## src/rtl/alu_op_sequencer.sv

```systemverilog
// alu_op_sequencer: issue/collect stage wrapped around alu_32bit.
// Requests are queued in a small FIFO. They are issued one at a time onto the
// ALU operand/opcode inputs. The stage waits out the ALU's one-cycle registered
// latency and returns each result in order.
// Optional feature macro: ALU_OP_CHECK_EN. When it is defined, opcodes above
// 4'b1010 are flagged on res_illegal.
//
// Handshake: a transfer happens on a rising clk edge where valid && ready are
// both high. A producer holding valid keeps its payload stable until it is
// accepted. res_valid and res_data do not change while res_valid && !res_ready.
module alu_op_sequencer #(
  parameter int DEPTH = 4,
  parameter int CNT_W = 16
) (
  input  logic             clk,
  input  logic             reset,
  input  logic             in_valid,
  output logic             in_ready,
  input  logic [31:0]      in_a,
  input  logic [31:0]      in_b,
  input  logic [3:0]       in_op,
  input  logic [4:0]       in_shift,
  output logic [31:0]      alu_a,
  output logic [31:0]      alu_b,
  output logic [3:0]       alu_op,
  output logic [4:0]       alu_shift,
  input  logic [31:0]      alu_out,
  output logic             res_valid,
  input  logic             res_ready,
  output logic [31:0]      res_data,
  output logic             res_illegal,
  output logic             busy,
  output logic [CNT_W-1:0] op_count,
  output logic [1:0]       dbg_state
);

  localparam int PTR_W  = (DEPTH > 1) ? $clog2(DEPTH) : 1;
  localparam int CNT_PW = PTR_W + 1;
  localparam logic [PTR_W:0] FULL_CNT = CNT_PW'(DEPTH);

  localparam logic [1:0] S_IDLE  = 2'd0;
  localparam logic [1:0] S_ISSUE = 2'd1;
  localparam logic [1:0] S_WAIT  = 2'd2;
  localparam logic [1:0] S_HOLD  = 2'd3;

  // Each FIFO entry is packed as {a, b, op, shift}.
  logic [72:0]      mem [DEPTH];
  logic [PTR_W-1:0] wr_ptr;
  logic [PTR_W-1:0] rd_ptr;
  logic [PTR_W:0]   count;
  logic [1:0]       state;
  logic             rdy_en;
  logic             push;
  logic             pop;
  logic             fifo_empty;
  logic [72:0]      head;
  logic [31:0]      head_a;
  logic [31:0]      head_b;
  logic [3:0]       head_op;
  logic [4:0]       head_shift;

  // rdy_en stays low for one cycle after reset, so in_ready starts at 0.
  assign fifo_empty = (count == '0);
  assign in_ready   = rdy_en && (count != FULL_CNT);
  assign push       = in_valid && in_ready;
  assign pop        = !fifo_empty &&
                      ((state == S_IDLE) || ((state == S_HOLD) && res_ready));
  assign busy       = !fifo_empty || (state != S_IDLE);
  assign dbg_state  = state;

  assign head       = mem[rd_ptr];
  assign head_a     = head[72:41];
  assign head_b     = head[40:9];
  assign head_op    = head[8:5];
  assign head_shift = head[4:0];

  // FIFO storage: write the incoming request at the tail.
  always_ff @(posedge clk) begin
    if (push) begin
      mem[wr_ptr] <= {in_a, in_b, in_op, in_shift};
    end
  end

  // FIFO pointers and occupancy. The pointers wrap naturally because DEPTH is a power of two.
  always_ff @(posedge clk) begin
    if (reset) begin
      wr_ptr <= '0;
      rd_ptr <= '0;
      count  <= '0;
    end else begin
      if (push) wr_ptr <= wr_ptr + 1'b1;
      if (pop)  rd_ptr <= rd_ptr + 1'b1;
      case ({push, pop})
        2'b10:   count <= count + 1'b1;
        2'b01:   count <= count - 1'b1;
        default: count <= count;
      endcase
    end
  end

  // Issue FSM: load the ALU operands, wait for the registered result, then hold it until consumed.
  always_ff @(posedge clk) begin
    if (reset) begin
      state     <= S_IDLE;
      rdy_en    <= 1'b0;
      alu_a     <= '0;
      alu_b     <= '0;
      alu_op    <= '0;
      alu_shift <= '0;
      res_valid <= 1'b0;
      res_data  <= '0;
      op_count  <= '0;
    end else begin
      rdy_en <= 1'b1;
      case (state)
        S_IDLE: begin
          if (pop) begin
            {alu_a, alu_b, alu_op, alu_shift} <= {head_a, head_b, head_op, head_shift};
            state <= S_ISSUE;
          end
        end
        S_ISSUE: begin
          // The ALU samples the operands at the edge that closes this cycle.
          state <= S_WAIT;
        end
        S_WAIT: begin
          res_data  <= alu_out;
          res_valid <= 1'b1;
          state     <= S_HOLD;
        end
        S_HOLD: begin
          if (res_ready) begin
            res_valid <= 1'b0;
            op_count  <= op_count + CNT_W'(1);
            if (pop) begin
              {alu_a, alu_b, alu_op, alu_shift} <= {head_a, head_b, head_op, head_shift};
              state <= S_ISSUE;
            end else begin
              state <= S_IDLE;
            end
          end
        end
        default: state <= S_IDLE;
      endcase
    end
  end

`ifdef ALU_OP_CHECK_EN
  logic op_illegal_q;
  logic res_illegal_q;

  // Flag an undefined opcode when it is popped. Present the flag together with its result and hold it until handoff.
  always_ff @(posedge clk) begin
    if (reset) begin
      op_illegal_q  <= 1'b0;
      res_illegal_q <= 1'b0;
    end else begin
      if (pop) op_illegal_q <= (head_op > 4'b1010);
      if (state == S_WAIT) begin
        res_illegal_q <= op_illegal_q;
      end else if ((state == S_HOLD) && res_ready) begin
        res_illegal_q <= 1'b0;
      end
    end
  end

  assign res_illegal = res_illegal_q;
`else
  assign res_illegal = 1'b0;
`endif

endmodule
```

## config.mk

```make
export PLATFORM = sky130hd
export DESIGN_NAME = alu_op_sequencer
export DESIGN_NICKNAME = d
export VERILOG_FILES = /design/src/rtl/alu_op_sequencer.sv
export SDC_FILE = /design/constraint.sdc
export NUM_CORES = 1
export LEC_CHECK = 0
export BUFFER_PORTS_ARGS = -buffer_cell sky130_fd_sc_hd__buf_2
export CORE_MARGIN = 5
export CORE_UTILIZATION = 61
export DETAILED_ROUTE_END_ITERATION = 10
export HOLD_SLACK_MARGIN = 0.05
export PLACE_DENSITY_LB_ADDON = 0.15
export SLEW_MARGIN = 10
export SYNTH_ARGS = -nofsm -noshare
export SYNTH_HDL_FRONTEND = slang
export SYNTH_SLANG_ARGS = --single-unit
```

## constraint.sdc

```tcl
create_clock -name clk -period 4.18 [get_ports clk]
set_input_delay 0.627 -clock clk [delete_from_list [all_inputs] [get_ports clk]]
set_output_delay 0.627 -clock clk [all_outputs]
set_load 0.005 [all_outputs]
```

======== Yosys cells after proc, flatten, opt, wreduce, memory -nomap -nowiden ========
Memory sizes are Yosys's and may differ from the RTL's. A register that Yosys moved wholly into a read port is not among the register bits.
Cells that the tools add are included.
operators by class
  reduce and logical (&&, ||, !) cells .... 17
  $add $sub $neg .......................... 5
  muxes and demuxes ....................... 24
  eq/ne operators ......................... 8
operators with widths
  kind                                               number
  two-way mux 32 bit                                 4
  case mux 32 bit (2 select lines)                   2
  adder 16 x 1 -> 16 bit (second input constant)     1
  two-way mux 5 bit                                  2
  case mux 5 bit (2 select lines)                    1
  two-way mux 2 bit                                  4
  two-way mux 4 bit                                  2
  case mux 2 bit (4 select lines)                    1
  case mux 4 bit (2 select lines)                    1
  AND reduction 2 bit                                4
  nonzero test 2 bit                                 4
  == test 2 bit (second input constant)              3
  case mux 3 bit (2 select lines)                    1
  two-way mux 1 bit                                  5
  adder 2 x 1 -> 2 bit (second input constant)       2
  == test 2 x 1 -> 1 bit (second input constant)     2
  logical AND 1 bit                                  4
  inequality test 2 bit (second input constant)      2
  adder 3 x 1 -> 3 bit (second input constant)       1
  logical NOT 3 bit                                  1
  inequality test 3 bit (second input constant)      1
  subtractor 3 x 1 -> 3 bit (second input constant)  1
  logical NOT 2 bit                                  1
  logical OR 1 bit                                   2
  2 further kinds                                    2
storage, ports and cells
  register bits after elaboration ......... 132
  output and inout port bits .............. 127
  memories kept ........................... 1
  memory bits (writable) .................. 292
  input bits .............................. 109
  word-level logic and storage cells ...... 67
memory list
  name  depth  width  read ports  clocked after Yosys merged registers in  wr ports  RTL line  RTL
  mem   4      73     1           1                                        1         47        logic [72:0] mem [DEPTH];

======== Logic depth before layout (Yosys ltp) ========
  depth after elaboration ................. 7
  mapped depth ............................ 10
  gate-level depth less buffers ........... 9

======== Worst setup path after synthesis ========
Ideal clock, no wire load.
  kind .................................... register to register
  from .................................... register count[0]
  to ...................................... memory mem[0][0], enable pin
  path buffers ............................ 0
  setup time .............................. 0.440 ns
  clock period less this slack ............ 2.848 ns
  required time ........................... 3.740 ns
  arrival time ............................ 2.408 ns
  slack ................................... 1.332 ns
  stages on the path, launching flop included .. 3
  path through ............................ dfxtp_1 -> o31a_1 -> and3_1
between the ends
  word-level cells in the longest chain between the ends .. 5
RTL lines
  what                                     RTL line  RTL
  start, declared                          50        logic [PTR_W:0] count;
  start signal, assigned                   94        2'b10: count <= count + 1'b1;
  start signal, assigned                   95        2'b01: count <= count - 1'b1;
  start signal, assigned                   96        default: count <= count;
  inequality test 3 bit                    64        assign in_ready = rdy_en && (count != FULL_CNT);
  logical AND 1 bit                        64
  via in_ready                             18        output logic in_ready,
  logical AND 1 bit                        65        assign push = in_valid && in_ready;
  two-way mux 1 bit                        79        if (push) begin
  two-way mux 1 bit (implied by the code)  80        mem[wr_ptr] <= {in_a, in_b, in_op, in_shift};
  end, declared                            47
The timed path passes the listed nets, and every way through them passes these cells.

======== Worst setup path after layout ========
  from .................................... register state[1], in the netlist dbg_state[1]
  to ...................................... register count[2]
between the ends
  word-level cells in the longest chain between the ends .. 6
  elaborated cells on any way between the ends .. 9
  those cells by class .................... eq/ne (3); mux (1); reduce/logical (5)
RTL lines
  what                                                                   RTL line  RTL
  start, declared                                                        51        logic [1:0] state;
  start signal, assigned                                                 104       state <= S_IDLE;
  start signal, assigned                                                 119       state <= S_ISSUE;
  start signal, assigned                                                 124       state <= S_WAIT;
  == test 2 bit                                                          67        ((state == S_IDLE) || ((state == S_HOLD) && res_ready));
  logical AND 1 bit                                                      67
  logical OR 1 bit (*)                                                   67
  logical AND 1 bit (*)                                                  66        assign pop = !fifo_empty &&
  via pop                                                                54        logic pop;
  == test 2 x 1 -> 1 bit or == test 2 bit (tied branches)                93        case ({push, pop})
  case mux 3 bit (2 select lines) or nonzero test 2 bit (tied branches)  -
Mark *: on every way through the listed nets, which the timed path passes. The rest lies on a longest branch.
A chain may end at the register's enable or synchronous reset.

==> results_dict.tcl <==
set metrics [dict create \
    status "complete, no violations" \
    antenna_found_initial 8 \
    htreeDepth 2 \
    drc_errors 0 \
    start_kind "flip-flop" \
    netlist_instances 965 \
    clockPowerShare_pct 33.5 \
    rsz0062_at_grt "no" \
    overflow 0 \
    design_power_total_w 0.01132 \
    vias 8671 \
    ff2ff_path_depth 9 \
    synth-edff-count 292 \
    grt_usage_pct 21.31 \
    power.density_nw_per_um2 612.4 \
    cap_violations 0 \
    pin_count 236 \
    yosys-top-cells-area "edfxtp_1 (56%), dfxtp_1 (17%), mux4_2 (11%)" \
    die-area_sq_um 28840 \
    cts_hold_buf 0 \
    postCtsSetupBuffers 0 \
    finClkSkew_ns 0.01344 \
    final-hold-violation-count 0 \
    ir_drop_v 0.0005288 \
    clockBufferDepth 3 \
    hpwl_microns 18410 \
    r2r_end "count[2]$_SDFFE_PP0P_" \
    pwr-share-comb_pct 19.1 \
    holdCritStartpoint "in_b[15]" \
    cts-buffers-inserted 43 \
    swShare_pct 26.68 \
    grt_pass1_vias 8918 \
    row_count 58 \
    critPathCaptureType "flip-flop" \
    area_delta_synth_final_pct 18.65 \
    yosys.cell_types.count 39 \
    globalplace.congestion 0.7593 \
    cp.required_ns 4.63 \
    start_util_pct 61.87 \
    leakage_nw 6.682 \
    core_area_sq_um 25180 \
    synth-seq-cells 426 \
    routedWlPerCell_microns 19.55 \
    switching_power_w 0.003020 \
    async_reset_ff_share_pct 0 \
    clk_latency_ns 0.53 \
    clock-root-buffer "clkbuf_16" \
    worstPathMaxFanout 8 \
    reg2reg_slack_ns 1.49 \
    finalWirelength_microns 30730 \
    tns_ns 0 \
    crit_arrival_ns 3.14 \
    worst_slew_pin_slew_ns 0.9945 \
    grt_max_degree 74 \
    cts_tree "built" \
    ys_seq_area_share_pct 73.50 \
    timing.fmax_ghz 0.3717 \
    synth_area_sq_um 15580 \
    clkTransAtPathRegs_ns 0.06 \
    avgSynthCellArea_sq_um 16.15 \
    synth_warnings 0 \
    drive_gt1_share_pct 32.04 \
    hold_class "primary input to flip-flop" \
    final_common_cell "edfxtp_1" \
    setup_violations 0 \
    power_frac_seq_pct 47.4 \
    finalMaxSlewViolations 0 \
    antenna_left 0 \
    fin_crit_sh_pct 64.36 \
    syn_nets 1085 \
    vias_per_cell 5.516 \
    post-route-min-period_ns 2.690 \
    cts_sinks 426 \
    layout_common_cells "edfxtp_1 (292), buf_2 (233), nand2_1 (155)" \
    cts_resized 0 \
    synth-main-ff-cell "edfxtp_1" \
    place.port_buffers 234 \
    r2r_start "dbg_state[1]$_SDFFE_PP0P_" \
    yosysTopAreaCell "edfxtp_1" \
    crit_type "flip-flop to flip-flop" \
    slew_headroom_pct 33.70 \
    die_x_microns 169.8 \
    post-synth-top-area-fraction_pct 56.28 \
    min_to "mem[3][24]$_DFFE_PP_" \
    fp.dieH_microns 169.8 \
    grt_pass1_wl_microns 48020 \
    power.internal_w 0.008299 \
    nets 1324 \
    drt_iter0_markers 617 \
    holdPathStages 1 \
    drtPass1Iterations 5 \
]
[flip-flops by register name, indices dropped and copies added, names as in the netlist, named ones only]
register and cells:
alu_b 32, wr_ptr 2, dbg_state 2, res_valid 1, count 3, rd_ptr 2, alu_op 4, mem 292
alu_shift 5, op_count 16, res_data 32, alu_a 32, rdy_en 1
[power by group through the flow]
stage	clock (W)	combinational, W	sequential (W)
2_1_floorplan	0	0.00149	0.00534
3_3_place_gp	0	0.00215	0.00544
3_5_place_dp	0	0.00219	0.00545
4_1_cts	0.00387	0.00220	0.00537
5_1_grt	0.00409	0.00240	0.00543
6_report	0.00380	0.00216	0.00536
[synthesized netlist by cell type, drive strengths merged (7+ instances only)]
library cell    n
mux2i          35
a21oi          80
dfxtp         134
clkbuf         24
buf            29
xor2            9
nor2           58
mux4           73
ha             10
inv            12
edfxtp        292
xnor2           7
nand2         155
[worst max-delay path, cell delays in order (launching register included)]
cell	delay, ns
dfxtp_1	0.43
ha_1	0.33
and2_1	0.39
o21a_1	0.21
ha_1	0.20
inv_1	0.06
fa_1	0.37
xor2_1	0.18
or3_1	0.32
a21oi_1	0.14
[metal layers]
layer,global-route usage (%),wire [microns]
met3,5.273,2485
met5,0,57
met4,5.985,583
met1,26.93,11840
met2,37.10,15760
[layout make-up]
type,count,area (sq um)
fill,1615,6696
timing repair buffer,247,1296
inverter,12,45.04
tap,330,412.9
multi-input combinational,474,3829
clock inverter,18,196.4
sequential,426,11460
antenna,3,7.507
clock buffer,62,1240
[worst max path at each step]
stage                              start                     to  slack (ns)  cells after the start
3_3_place_gp                   res_ready  count[2]$_SDFFE_PP0P_        1.59                      9
6_report       dbg_state[1]$_SDFFE_PP0P_  count[2]$_SDFFE_PP0P_        1.49                      9
3_5_place_dp   dbg_state[1]$_SDFFE_PP0P_  count[2]$_SDFFE_PP0P_        1.51                      9
4_1_cts        dbg_state[1]$_SDFFE_PP0P_  count[2]$_SDFFE_PP0P_        1.47                      9
5_1_grt        dbg_state[1]$_SDFFE_PP0P_  count[2]$_SDFFE_PP0P_        1.25                      9
2_1_floorplan      count[0]$_SDFFE_PP0P_    mem[0][0]$_DFFE_PP_        1.33                      2
[through the flow]
| stage | instance area (sq um) | hold WS, ns | cells | setup slack, ns | util (%) |
|---|---|---|---|---|---|
| after detailed placement | 17040 | 0.4451 | 1489 | 1.514 | 67.67 |
| final | 18490 | 0.3130 | 1572 | 1.490 | 73.41 |
| after floorplan | 15580 | 0.4527 | 965 | 1.332 | - |
| after global routing | 18490 | 0.2894 | 1572 | 1.254 | 73.41 |
| after CTS | 18480 | 0.2904 | 1569 | 1.473 | 73.38 |
| after global placement | 17040 | 0.4391 | 1489 | 1.594 | 67.67 |
[cell families after synthesis]
family / Yosys count / share of synthesized area [%]
xor+xnor: 16 / 0.8995
buf+inv: 65 / 2.120
simple gates: 245 / 6.393
mux: 109 / 12.87
other cells: 1 / 0.02407
compound gates: 92 / 3.261
fa+ha+maj: 11 / 0.9316
flops: 426 / 73.50
Note: power is estimated with default switching activity, not from simulation.
